File: config.mk
export PLATFORM = sky130hd
export DESIGN_NAME = bin2bcd_seq_flat
export DESIGN_NICKNAME = d
export VERILOG_FILES = /design/src/rtl/bin2bcd_seq_if.sv /design/src/rtl/bin2bcd_seq.sv /design/src/flat_wrapper.sv
export SDC_FILE = /design/constraint.sdc
export NUM_CORES = 1
export LEC_CHECK = 0
export ABC_AREA = 0
export CAP_MARGIN = 20
export CORE_MARGIN = 2
export CORE_UTILIZATION = 45
export CTS_BUF_LIST = sky130_fd_sc_hd__clkbuf_4
export DETAILED_ROUTE_END_ITERATION = 6
export PLACE_DENSITY = 0.69
export SLEW_MARGIN = 20
export SYNTH_ARGS = -nofsm -noshare
export SYNTH_HDL_FRONTEND = slang
export SYNTH_SLANG_ARGS = --single-unit
File: constraint.sdc
create_clock -name clk_i -period 1.4 [get_ports clk_i]
set_input_delay 0.14 -clock clk_i [delete_from_list [all_inputs] [get_ports clk_i]]
set_output_delay 0.14 -clock clk_i [all_outputs]
set_load 0.02 [all_outputs]
File: src/rtl/bin2bcd_seq_if.sv
// Handshake and data bundle between a producer of binary values and the
// bin2bcd_seq converter. The master drives the request, the slave answers.
interface bin2bcd_seq_if #(
  parameter int BIN_W  = 16,
  parameter int DIGITS = 4
);
  logic [BIN_W-1:0]    bin_i;
  logic                start_i;
  logic                busy_o;
  logic                done_o;
  logic [4*DIGITS-1:0] word_o;
  logic                overflow_o;

  modport master (
    output bin_i,
    output start_i,
    input  busy_o,
    input  done_o,
    input  word_o,
    input  overflow_o
  );

  modport slave (
    input  bin_i,
    input  start_i,
    output busy_o,
    output done_o,
    output word_o,
    output overflow_o
  );
endinterface

File: src/rtl/bin2bcd_seq.sv
// Sequential binary-to-BCD converter using shift-and-add-3, one input bit
// per clock. The packed BCD result (most-significant digit in the top nibble)
// feeds a seven-segment display; values that do not fit in DIGITS decimal
// digits show as all-E with an overflow flag.
module bin2bcd_seq #(
  parameter int BIN_W  = 16,
  parameter int DIGITS = 4
) (
  input  logic         clk_i,
  input  logic         rst_i,
  bin2bcd_seq_if.slave bus
);

  localparam int BCD_W = 4 * DIGITS;
  localparam int CNT_W = $clog2(BIN_W + 1);

  // Largest value representable in DIGITS decimal digits, fixed at elaboration.
  function automatic logic [63:0] pow10(input int n);
    logic [63:0] r;
    r = 64'd1;
    for (int i = 0; i < n; i++) begin
      r = r * 64'd10;
    end
    return r;
  endfunction

  localparam logic [63:0] MAX_VAL = pow10(DIGITS) - 64'd1;

  typedef enum logic [1:0] {
    IDLE,
    SHIFT,
    DONE
  } state_t;

  state_t state_q, state_d;

  logic [BIN_W-1:0] shift_q, shift_d;
  logic [BCD_W-1:0] bcd_q, bcd_d;
  logic [CNT_W-1:0] count_q, count_d;
  logic             ovf_q, ovf_d;
  logic [BCD_W-1:0] word_q, word_d;
  logic             overflow_q, overflow_d;
  logic             done_q, done_d;
  logic             busy;

  logic [BCD_W-1:0] bcdAdj;
  logic             binTooBig;

  // Input value compared against the decimal range limit.
  always_comb begin
    binTooBig = ({{(64 - BIN_W){1'b0}}, bus.bin_i} > MAX_VAL);
  end

  // Add 3 to every nibble that is 5 or more, ahead of the shift.
  always_comb begin
    bcdAdj = bcd_q;
    for (int i = 0; i < DIGITS; i++) begin
      if (bcd_q[4*i +: 4] >= 4'd5) begin
        bcdAdj[4*i +: 4] = bcd_q[4*i +: 4] + 4'd3;
      end
    end
  end

  // State register.
  always_ff @(posedge clk_i or negedge rst_i) begin
    if (!rst_i) begin
      state_q <= IDLE;
    end else begin
      state_q <= state_d;
    end
  end

  // Next-state logic: one SHIFT edge per input bit, then a single DONE edge.
  always_comb begin
    state_d = state_q;
    unique case (state_q)
      IDLE:    if (bus.start_i) state_d = SHIFT;
      SHIFT:   if (count_q == CNT_W'(1)) state_d = DONE;
      DONE:    state_d = IDLE;
      default: state_d = IDLE;
    endcase
  end

  // FSM outputs: busy covers every non-idle cycle, including the DONE cycle.
  always_comb begin
    busy = (state_q != IDLE);
  end

  // Datapath next values: capture on start, shift in SHIFT, publish in DONE.
  always_comb begin
    shift_d    = shift_q;
    bcd_d      = bcd_q;
    count_d    = count_q;
    ovf_d      = ovf_q;
    word_d     = word_q;
    overflow_d = overflow_q;
    done_d     = 1'b0;
    unique case (state_q)
      IDLE: begin
        if (bus.start_i) begin
          shift_d = bus.bin_i;
          bcd_d   = '0;
          count_d = CNT_W'(BIN_W);
          ovf_d   = binTooBig;
        end
      end
      SHIFT: begin
        bcd_d   = {bcdAdj[BCD_W-2:0], shift_q[BIN_W-1]};
        shift_d = {shift_q[BIN_W-2:0], 1'b0};
        count_d = count_q - CNT_W'(1);
      end
      DONE: begin
        word_d     = ovf_q ? {DIGITS{4'hE}} : bcd_q;
        overflow_d = ovf_q;
        done_d     = 1'b1;
      end
      default: begin
        done_d = 1'b0;
      end
    endcase
  end

  // Datapath registers; reset clears the conversion and the held result.
  always_ff @(posedge clk_i or negedge rst_i) begin
    if (!rst_i) begin
      shift_q    <= '0;
      bcd_q      <= '0;
      count_q    <= '0;
      ovf_q      <= 1'b0;
      word_q     <= '0;
      overflow_q <= 1'b0;
      done_q     <= 1'b0;
    end else begin
      shift_q    <= shift_d;
      bcd_q      <= bcd_d;
      count_q    <= count_d;
      ovf_q      <= ovf_d;
      word_q     <= word_d;
      overflow_q <= overflow_d;
      done_q     <= done_d;
    end
  end

  assign bus.busy_o     = busy;
  assign bus.done_o     = done_q;
  assign bus.word_o     = word_q;
  assign bus.overflow_o = overflow_q;

endmodule

File: src/flat_wrapper.sv
// flat-port wrapper written by rule: the top's interface ports become plain ports
module bin2bcd_seq_flat 
#(
  parameter int BIN_W  = 16,
  parameter int DIGITS = 4
)
  (clk_i, rst_i, bus_bin_i, bus_start_i, bus_busy_o, bus_done_o, bus_word_o, bus_overflow_o);
  bin2bcd_seq_if #(.BIN_W(BIN_W), .DIGITS(DIGITS)) bus_i ();
  input  logic clk_i;
  input  logic rst_i;
  input wire logic [$bits(bus_i.bin_i)-1:0] bus_bin_i;
  input wire logic [$bits(bus_i.start_i)-1:0] bus_start_i;
  output wire logic [$bits(bus_i.busy_o)-1:0] bus_busy_o;
  output wire logic [$bits(bus_i.done_o)-1:0] bus_done_o;
  output wire logic [$bits(bus_i.word_o)-1:0] bus_word_o;
  output wire logic [$bits(bus_i.overflow_o)-1:0] bus_overflow_o;
  assign bus_i.bin_i = bus_bin_i;
  assign bus_i.start_i = bus_start_i;
  assign bus_busy_o = bus_i.busy_o;
  assign bus_done_o = bus_i.done_o;
  assign bus_word_o = bus_i.word_o;
  assign bus_overflow_o = bus_i.overflow_o;
  bin2bcd_seq #(.BIN_W(BIN_W), .DIGITS(DIGITS)) u_core (.clk_i(clk_i), .rst_i(rst_i), .bus(bus_i));
endmodule
# [Yosys cells after proc, flatten, opt, wreduce, memory -nomap -nowiden]
# Index checks and enable logic that the tools add are counted.
[word_totals] ff_bits=58 inputBits=19 output_inout_bits=19 elab_cells=44
[classes] add_sub_neg=5 order_cmp=5 eq_ne=5 mux=15 reduce_logical=6
[ops] operator="$pmux 16 s2" n=2
[ops] operator="$mux 16" n=3
[ops] operator="$ge 4x3->1 const B" n=4
[ops] operator="$gt 16x14->1 const B" n=1
[ops] operator="$add 4x2->4 const B" n=3
[ops] operator="$mux 4" n=3
[ops] operator="$pmux 5 s2" n=1
[ops] operator="$reduce_and 2->1" n=3
[ops] operator="$eq 5x1->1 const B" n=1
[ops] operator="$mux 5" n=1
[ops] operator="$sub 5x1->5 const B" n=1
[ops] operator="$mux 2" n=2
[ops] operator="$pmux 2 s2" n=1
[ops] operator="$reduce_bool 2->1" n=2
[ops] operator="$add 3x2->3 const B" n=1
[ops] operator="$mux 3" n=1
[ops] operator="$eq 2x1->1 const B" n=1
[ops] operator="$eq 2x2->1 const B" n=1
[ops] operator="$logic_not 2->1" n=1
[ops] operator="$ne 2x1->1 const B" n=1
[ops] operator="$ne 2x2->1 const B" n=1
[ops] operator="$mux 1" n=1

# [Logic depth before layout (Yosys ltp)]
# Gate-level depths: netlist of the first run.
[depth] word_depth=3 depth_mapped=6 depth_no_buf=6

# [Worst setup path after synthesis of the first run]
# OpenSTA, ideal clock, no wires.
[synth_timing] path_kind="reg-to-reg" from="register u_core.bcd_q[0]" to="register u_core.bcd_q[2]" setup_ns=0.076 t_arrival_ns=1.423 required_time_ns=1.324 slack_ns=-0.100 path_stages_with_launch=7 path_buffers=0 period_less_slack_ns=1.500 cell_sequence="dfrtp_1 inv_1 ha_1 nand2b_1 a21oi_1 mux2_2 o21ai_1"
[synth_between] elab_chain_len=3 word_cells_on_any_way=4 classes_between="add/sub: 1; order compare: 1; mux: 2"
[synth_rtl] item="start, declared" line_no="bin2bcd_seq.sv:38" text="logic [BCD_W-1:0] bcd_q, bcd_d;"
[synth_rtl] item="start signal, assigned" line_no="bin2bcd_seq.sv:127" text="bcd_q <= '0;"
[synth_rtl] item="start signal, assigned" line_no="bin2bcd_seq.sv:135" text="bcd_q <= bcd_d;"
[synth_rtl] item="$add 4x2->4 or $ge 4x3->1 (tied branches)" line_no="bin2bcd_seq.sv:59, bin2bcd_seq.sv:58"
[synth_rtl] item="$mux 4 *" line_no="bin2bcd_seq.sv:58" text="if (bcd_q[4*i +: 4] >= 4'd5) begin"
[synth_rtl] item="$pmux 16 s2 *" line_no="bin2bcd_seq.sv:98" text="unique case (state_q)"
# Every way passes the cells marked *; elsewhere a longest branch is shown, timed or not.
# A chain may end at the register's enable or synchronous reset.

# [Worst setup path in the final report of the first run]
[layout_timing] from="register u_core.state_q[1]" to="register u_core.bcd_q[7]"
[layout_between] elab_chain_len=3 word_cells_on_any_way=6 classes_between="eq/ne: 2; mux: 1; reduce/logical: 3"
[layout_rtl] item="start, declared" line_no="bin2bcd_seq.sv:35" text="state_t state_q, state_d;"
[layout_rtl] item="start signal, assigned" line_no="bin2bcd_seq.sv:69" text="state_q <= state_d;"
[layout_rtl] item="$eq 2x1->1 or $logic_not 2->1 (tied branches)" line_no="bin2bcd_seq.sv:98"
[layout_rtl] item="$reduce_bool 2->1 (no source line) or $ne 2x2->1 (tied branches)"
[layout_rtl] item="$reduce_and 2->1 (no source line)"
# Parallel ways exist; a longest one is shown, timed or not.

==> flow_summary.ini, run 1 <==
[run_status]
outcome = finished, violations left
violations = setup timing

[logic_synthesis]
ys_warn_count = 0
seq_area_frac_synth_pct = 53.6
syn_nets = 302
async_flop_share_pct = 100
syn_inst = 273
syn-cell-area_um2 = 2710
synth_top_cell_area_share_pct = 53.6
synth.distinct_cells = 37
synth_ff_type = dfrtp_1
syn_avg_cell_area_um2 = 9.92
synthTopCellsByArea = dfrtp_1 (54%), nand2_1 (7.1%), ha_1 (4.6%), o21ai_1 (4.4%), a22oi_1 (4.2%)
synth-edff-count = 0
synth-seq-cells = 58
synth_top_area_cell = dfrtp_1
synth_commonest_cells = dfrtp_1 (58), nand2_1 (51), o21ai_1 (24)
synth.most_common_cell = dfrtp_1

[placed_design]
dpl_cell_area_um2 = 3440
port_buffers = 37
dpl.cell_count = 405
gp_congestion = 0.764
dpl.hpwl_mm = 4.06

[setup_path]
critical_path.top_delay_family = simple AND/OR/NAND/NOR gates
cp_slowest_cell = dfrtp_2
critPathRequiredTime_ps = 1680
cp-end-kind = flop
worstSetupPathType = reg2reg
r2r_cells = 5
path_buf_inv = 1
arrival_ps = 1780
path_depth = 5
start_kind = flop
max_stage_delay_ps = 460
crit_path_max_fanout = 5
reg2reg_setup_slack_ps = -90
path_cells = buf_6, or3b_4, nand2_4, o31ai_1, a32o_1

[detailed_routing]
first_pass_iters = 4
drc = 0
drtIter0Drc = 103
wire_per_inst_um = 13.3
avgViaCountPerCell = 5.24
ant_nets = 0
vias = 2222
wirelength_mm = 5.64

[power_and_ir_drop]
p_leak_nw = 1.75
ir_drop_mv = 0.909
power_w = 0.00787
p_per_area_nw_per_um2 = 2140

[floorplan]
die_y_um = 81.6
coreArea_um2 = 5850
io_pins = 38
start_util_pct = 46.3
dieWidth_um = 81.6
die-area_um2 = 6650
rows = 28

[clock_tree]
cts_buffer_depth = 2
clk_latency_ps = 400
cts_tree = done
h-tree-depth = 3
clk_pin_slew_worst_paths_ps = 100
clock_sinks = 58
root_buffer = clkbuf_4
cts_buffers = 9

[timing]
max_freq_mhz = 669
period_needed_ps = 1490
finalMaxSlewViolations = 0
min_period_over_period_pct = 107
skew_ps = 10.8
hold_violations = 0
worst_pin_slew_ps = 380
timing.final.ws_setup_ps = -94.0
fin_hold_ws_ps = 174
slew-limit-headroom_pct = 74.3
rsz0062_at_grt = yes
setup_viol = 20

[grt]
grt_pass1_vias = 2114
grt.total_usage_pct = 19.2
antenna_found_initial = 0
grt_pass1_wl_mm = 9.70
grt.overflow.total = 0
grt_max_degree = 22

[cells_and_area]
final_util_pct = 63.0
final_cells = 424
syn2layout_area_growth_pct = 36.0
post-route-cell-area_um2 = 3680
fin_nets = 374
antennaDiodeCount = 0
post_route_cells_drive_above_1_share_pct = 26.4

[job]
cap_violations = 0

[hold_path]
hold_path_class = in2async
==> flip-flops by register name, summed over array words and instances (netlist names) <==
register / count
u_core.bus.word_o: 16
u_core.ovf_q: 1
u_core.state_q: 2
u_core.bus.overflow_o: 1
u_core.shift_q: 16
u_core.count_q: 5
u_core.bcd_q: 16
u_core.bus.done_o: 1
==> cell families (layout without fill, tap and decap cells) <==
group | Yosys count | after routing | synth area share [%]
multiplexers | 5 | 5 | 2.03
buffers and inverters | 29 | 105 | 4.94
AND/OR/NAND/NOR | 98 | 98 | 16.6
flip-flops | 58 | 58 | 53.6
AO/OA/AOI/OAI | 66 | 66 | 15.9
XOR/XNOR | 7 | 7 | 2.26
adder cells (fa/ha/maj) | 10 | 10 | 4.62
==> cell usage in the layout, fill, tap and decap left out, drive strengths merged, types with 2 or more instances in the layout <==
cell type,synthesis,layout
a22oi,15,15
dlygate4sd2,0,18
nand3,14,14
nand2,52,52
clkinv,0,5
mux2,4,4
inv,11,11
dfrtp,58,58
clkdlybuf4s50,0,17
a32o,4,4
a21oi,4,4
xnor2,4,4
xor2,3,3
nand2b,6,6
buf,15,43
nor2,14,14
nor3,2,2
ha,10,10
o21ai,28,28
o31ai,12,12
clkbuf,3,10
==> where the power goes <==
group / total (W) / internal, W / switching (W)
Sequential: 0.00294 / 0.00237 / 0.000569
Combinational: 0.00398 / 0.00200 / 0.00198
Clock: 0.000944 / 0.000355 / 0.000590
Total: 0.00787 / 0.00473 / 0.00314
==> stage by stage <==
stage / setup WS [ps] / setup TNS (ps)
floorplan: -9.05 / -9.05
global placement: -187 / -5440
detailed placement: -245 / -6500
CTS: -66.3 / -585
global route: -141 / -2040
finish: -94.0 / -983
==> worst register-to-register path, stage by stage, from the launching register on <==
cell and delay [ps]:
dfrtp_2 460, buf_6 140, or3b_4 410, nand2_4 90
o31ai_1 70, a32o_1 210
==> final timing paths <==
check / from / endpoint
worst max-delay path: u_core.state_q[1] / u_core.bcd_q[7]
worst min-delay path: rst_i / u_core.count_q[2]
worst max register to register: u_core.state_q[1] / u_core.bcd_q[7]
worst min register to register: u_core.bus.word_o[0] / u_core.bus.word_o[0]
max in group asynchronous: rst_i / u_core.shift_q[12]
min in group clk_i: bus_bin_i[0] / u_core.shift_q[0]
==> layer usage <==
layer	GRT usage (%)	share of wire (%)
met5	0	0
met4	6.50	1.3
met3	5.38	5.3
met2	30.4	46
met1	25.4	47
==> repair_timing <==
| action | CTS | global route |
|---|---|---|
| pin swaps | 9 | 1 |
| setup buffers | 2 | 1 |
| setup endpoints to repair | 54 | 48 |
| hold endpoints to repair | 58 | 0 |
| hold buffers | 1 | 0 |
| resized for setup | 44 | 11 |
==> final cells by class <==
cell class	instances	area, um2
clock buffers	10	75.1
clock inverters	5	22.5
fillers	496	2170
inverters	11	41.3
multi-input cells	186	1280
flip-flops and latches	58	1450
well taps	75	93.8
repair buffers	79	717
(Power assumes the default switching activity.)
==> run 2: changes to the inputs <==
- CORE_UTILIZATION: 45 -> 50
- PLACE_DENSITY: 0.69 -> 0.76
==> run 2 against run 1 <==
The run still ends with setup timing left. Utilization increased by 9.5 points. Register-to-register slack improved by 40 ps. Sequential power increased by 2%. Clock skew decreased by 2.6 ps. Clock-buffer cell count decreased by 1. Fmax increased by 2.6%. Routed wire length increased by 6.4%. Flip-flop and latch count unchanged. Critical endpoint unchanged.
==> flow_summary.ini, run 2 (same netlist as run 1, synthesis figures left out) <==
[hold_path]
hold_path_class = in2async

[setup_path]
critPathRequiredTime_ps = 1700
arrival_ps = 1760
crit_path_max_fanout = 5
start_kind = flop
cp-end-kind = flop
worstSetupPathType = reg2reg

[floorplan]
dieWidth_um = 77.6
die-area_um2 = 6020
die_y_um = 77.6
rows = 26
start_util_pct = 52.3
io_pins = 38
coreArea_um2 = 5170

[clock_tree]
cts_buffers = 9
root_buffer = clkbuf_4
clk_pin_slew_worst_paths_ps = 90
clock_sinks = 58
cts_tree = done
h-tree-depth = 3
cts_buffer_depth = 2
clk_latency_ps = 410

[cells_and_area]
multi_input_area_um2 = 1370
antennaDiodeCount = 0
final_util_pct = 72.5
seqCellArea_um2 = 1450
final_cells = 419
syn2layout_area_growth_pct = 38.4
layout_commonest_cell = dfrtp_1
post_route_cells_drive_above_1_share_pct = 28.9
num-fill-cells = 381
fin_nets = 374
layout_common_cells = dfrtp_1 (57), nand2_1 (51), buf_4 (33)

[detailed_routing]
drtIter0Drc = 101
ant_nets = 0
vias = 2240
first_pass_iters = 6
avgViaCountPerCell = 5.35
wirelength_mm = 6.01
wire_per_inst_um = 14.3
drc = 0

[grt]
grt_pass1_vias = 2223
grt_max_degree = 22
antenna_found_initial = 0
grt_pass1_wl_mm = 10.3
grt.total_usage_pct = 21.8
grt.overflow.total = 0

[timing]
skew_ps = 8.28
period_needed_ps = 1460
finalMaxSlewViolations = 0
slew-limit-headroom_pct = 62.3
max_freq_mhz = 687
setup_tns_ps = -252
setup_viol = 7
min_period_over_period_pct = 104
rsz0062_at_grt = yes
timing.final.ws_setup_ps = -56.2
hold_violations = 0
worst_pin_slew_ps = 566

[placed_design]
dp_slack_ps = -178
dpl.hpwl_mm = 4.09
gp_congestion = 0.774
dpl.cell_count = 397
port_buffers = 37

[run_status]
violations = setup timing
outcome = finished, violations left

[job]
cap_violations = 0

[power_and_ir_drop]
p_per_area_nw_per_um2 = 2190
ir_drop_mv = 1.22
p_leak_nw = 1.77
[run 2: path summary, 6_finish.rpt]
kind                                      start              endpoint  slack (ps)  cells past startpoint
max in group asynchronous                 rst_i     u_core.shift_q[6]         700                      3
setup reg to reg              u_core.state_q[1]       u_core.bcd_q[7]         -60                      5
min in group clk_i                 bus_bin_i[0]     u_core.shift_q[0]         280                      3
hold reg to reg            u_core.bus.word_o[6]  u_core.bus.word_o[6]         480                      2
setup / recovery              u_core.state_q[1]       u_core.bcd_q[7]         -60                      5
hold / removal                            rst_i       u_core.bcd_q[9]         210                      2
[run 2: cell type report]
type,count,share of cell area (%)
sequential,58,38.8
inverter,11,1.10
tap,70,2.34
clock buffer,9,1.80
multi-input combinational,186,36.4
timing repair buffer,79,18.9
clock inverter,6,0.668
[run 2: what timing repair did]
item                       in CTS  in global routing
resized for setup              49                 26
setup buffers                   3                  3
hold buffers                    1                  0
hold endpoints to repair       17                  0
setup endpoints to repair      37                 39
pin swaps                      10                 12
[run 2: worst max-delay path, stage by stage, from the launching register on]
cell and delay [ps]:
dfrtp_1 410, buf_6 140, or3b_4 410, nand2_4 100
o31ai_2 70, a32o_1 210
[run 2: per-layer routing]
metal  track usage, %  routed length (um)  vias to the layer above
met1             27.6                2550                     1059
met4             7.50                 104                        0
met2             35.3                3040                       66
met5                0                   0                        -
met3             6.74                 315                       14
li1                 -                   -                     1101
[run 2: metrics by stage]
stage	area, um2	total power, W	hold slack (ps)
4_1_cts	3610	0.00783	220
2_1_floorplan	2740	0.00520	-156
3_3_place_gp	3380	0.00648	125
3_5_place_dp	3380	0.00663	122
6_report	3750	0.00819	215
5_1_grt	3750	0.00885	238
[run 2: report_power, final]
group	switching (W)	total, W	internal, W
logic	0.00211	0.00428	0.00217
registers	0.000639	0.00301	0.00238
clock network	0.000576	0.000900	0.000325
total	0.00333	0.00819	0.00487
==> run 3: changes to the inputs <==
- ABC_CLOCK_PERIOD_IN_PS: not set -> 1400
- DONT_BUFFER_PORTS: not set -> 1
- PLACE_DENSITY: 0.76 -> 0.67
- SETUP_SLACK_MARGIN: not set -> 0.4
==> run 3 against run 2 <==
The flow finishes with violations (hold timing). Die area stayed put. Clock power is 0.7% higher. Power is 9.6% higher. Routed wire length is 9.5% higher. Critical endpoint is now u_core.bcd_q[14]. Utilization is 6.6 points higher. Worst setup slack better by 64 ps. Register-to-register slack better by 60 ps. Fmax is 4.6% higher. First-iteration DRC count is 39% higher. Critical path depth is 1 higher. Critical path type unchanged. Combinational power is 6.5% higher.
==> flow_summary.ini, run 3 (same netlist as run 1, synthesis figures left out) <==
[floorplan]
io_pins = 38
start_util_pct = 52.3
rows = 26
die-area_um2 = 6020
dieWidth_um = 77.6
die_y_um = 77.6
coreArea_um2 = 5170

[setup_path]
reg2reg_setup_slack_ps = 8
cp-end-kind = flop
critPathRequiredTime_ps = 1680
crit_path_max_fanout = 3
start_kind = flop
arrival_ps = 1670
worstSetupPathType = reg2reg

[clock_tree]
clk_pin_slew_worst_paths_ps = 100
h-tree-depth = 3
clk_latency_ps = 400
cts_tree = done
cts_buffer_depth = 2
cts_buffers = 9
root_buffer = clkbuf_4
cts_hold_buf = 16
clock_sinks = 58

[detailed_routing]
drtIter0Drc = 140
drc = 0
wire_per_inst_um = 16.2
ant_nets = 0
avgViaCountPerCell = 5.50
first_pass_iters = 6
wirelength_mm = 6.57
vias = 2229

[power_and_ir_drop]
ir_drop_mv = 1.19
p_per_area_nw_per_um2 = 2200
power_w = 0.00898
p_leak_nw = 1.76

[cells_and_area]
layout_common_cells = dfrtp_1 (38), nand2_2 (24), buf_4 (23)
layout_commonest_cell = dfrtp_1
syn2layout_area_growth_pct = 51.0
antennaDiodeCount = 0
fin_nets = 360
final_util_pct = 79.0
post_route_cells_drive_above_1_share_pct = 55.2
num-fill-cells = 309

[run_status]
outcome = finished, violations left
violations = hold timing

[timing]
fin_hold_ws_ps = -581
setup_viol = 0
worst_pin_slew_ps = 413
skew_ps = 13.0
max_freq_mhz = 718
rsz0062_at_grt = yes
slew-limit-headroom_pct = 72.5
setup_tns_ps = 0
hold_violations = 58
finalMaxSlewViolations = 0
min_period_over_period_pct = 99.5
period_needed_ps = 1390

[grt]
grt_max_degree = 59
grt.total_usage_pct = 22.1
grt.overflow.total = 0
grt_pass1_vias = 2173
grt_pass1_wl_mm = 10.4
antenna_found_initial = 0

[placed_design]
gp_congestion = 0.780
port_buffers = 0
dpl.hpwl_mm = 3.79

[job]
cap_violations = 0

[hold_path]
hold_path_class = in2async
## run 3: cell type report
class                      instances  area (um2)  share of cell area [%]
clock inverter                     6        25.0                   0.612
inverter                          11        41.3                    1.01
timing repair buffer              65         751                    18.4
tap                               70        87.6                    2.14
sequential                        58        1480                    36.1
clock buffer                       9        67.6                    1.65
multi-input combinational        186        1640                    40.1
## run 3: worst paths after layout
path,start,end,depth (start not counted)
worst max-delay path,u_core.bcd_q[13],u_core.bcd_q[14],6
worst min-delay path,rst_i,u_core.bus.word_o[10],0
worst max register to register,u_core.bcd_q[13],u_core.bcd_q[14],6
worst min register to register,u_core.shift_q[15],u_core.shift_q[15],2
max in group asynchronous,rst_i,u_core.count_q[0],0
min in group clk_i,bus_bin_i[11],u_core.ovf_q,3
## run 3: repair_timing
item / CTS / global route
buffers inserted: 8 / 8
hold endpoints to repair: 75 / 58
setup endpoints to repair: 76 / 76
gates cloned: 3 / 3
pin swaps: 21 / 25
resized for setup: 58 / 62
## run 3: power by group
part	internal [W]	leakage, nW	total [W]	switching (W)
Combinational	0.00253	0.999	0.00456	0.00203
Sequential	0.00242	0.708	0.00351	0.00109
Clock	0.000326	0.0555	0.000906	0.000581
## run 3: routing by layer
| metal | GRT usage, % | vias to the layer above | wire length, um | share of wire, % |
|---|---|---|---|---|
| li1 | - | 1068 | - | - |
| met4 | 10.0 | 0 | 90 | 1.4 |
| met5 | 0 | - | 0 | 0 |
| met1 | 28.7 | 1092 | 2860 | 43 |
| met2 | 35.0 | 62 | 3290 | 50 |
| met3 | 5.58 | 7 | 341 | 5.2 |
## run 3: critical path, cell delays in order (launching register included)
cell      delay, ps
dfrtp_1         410
inv_2            80
ha_2            150
nand2b_4        120
a21oi_4          60
and3_1          180
a311o_1         270
## run 3: per-stage QoR
step	instances	hold slack [ps]	setup slack [ps]	cell area (um2)
finish	405	-581	7.64	4090
global route	405	-625	-49.7	4090
CTS	394	-600	11.2	3710
detailed placement	352	-154	-42.2	3160
global placement	352	-154	6.47	3160
floorplan	273	-156	48.7	2980
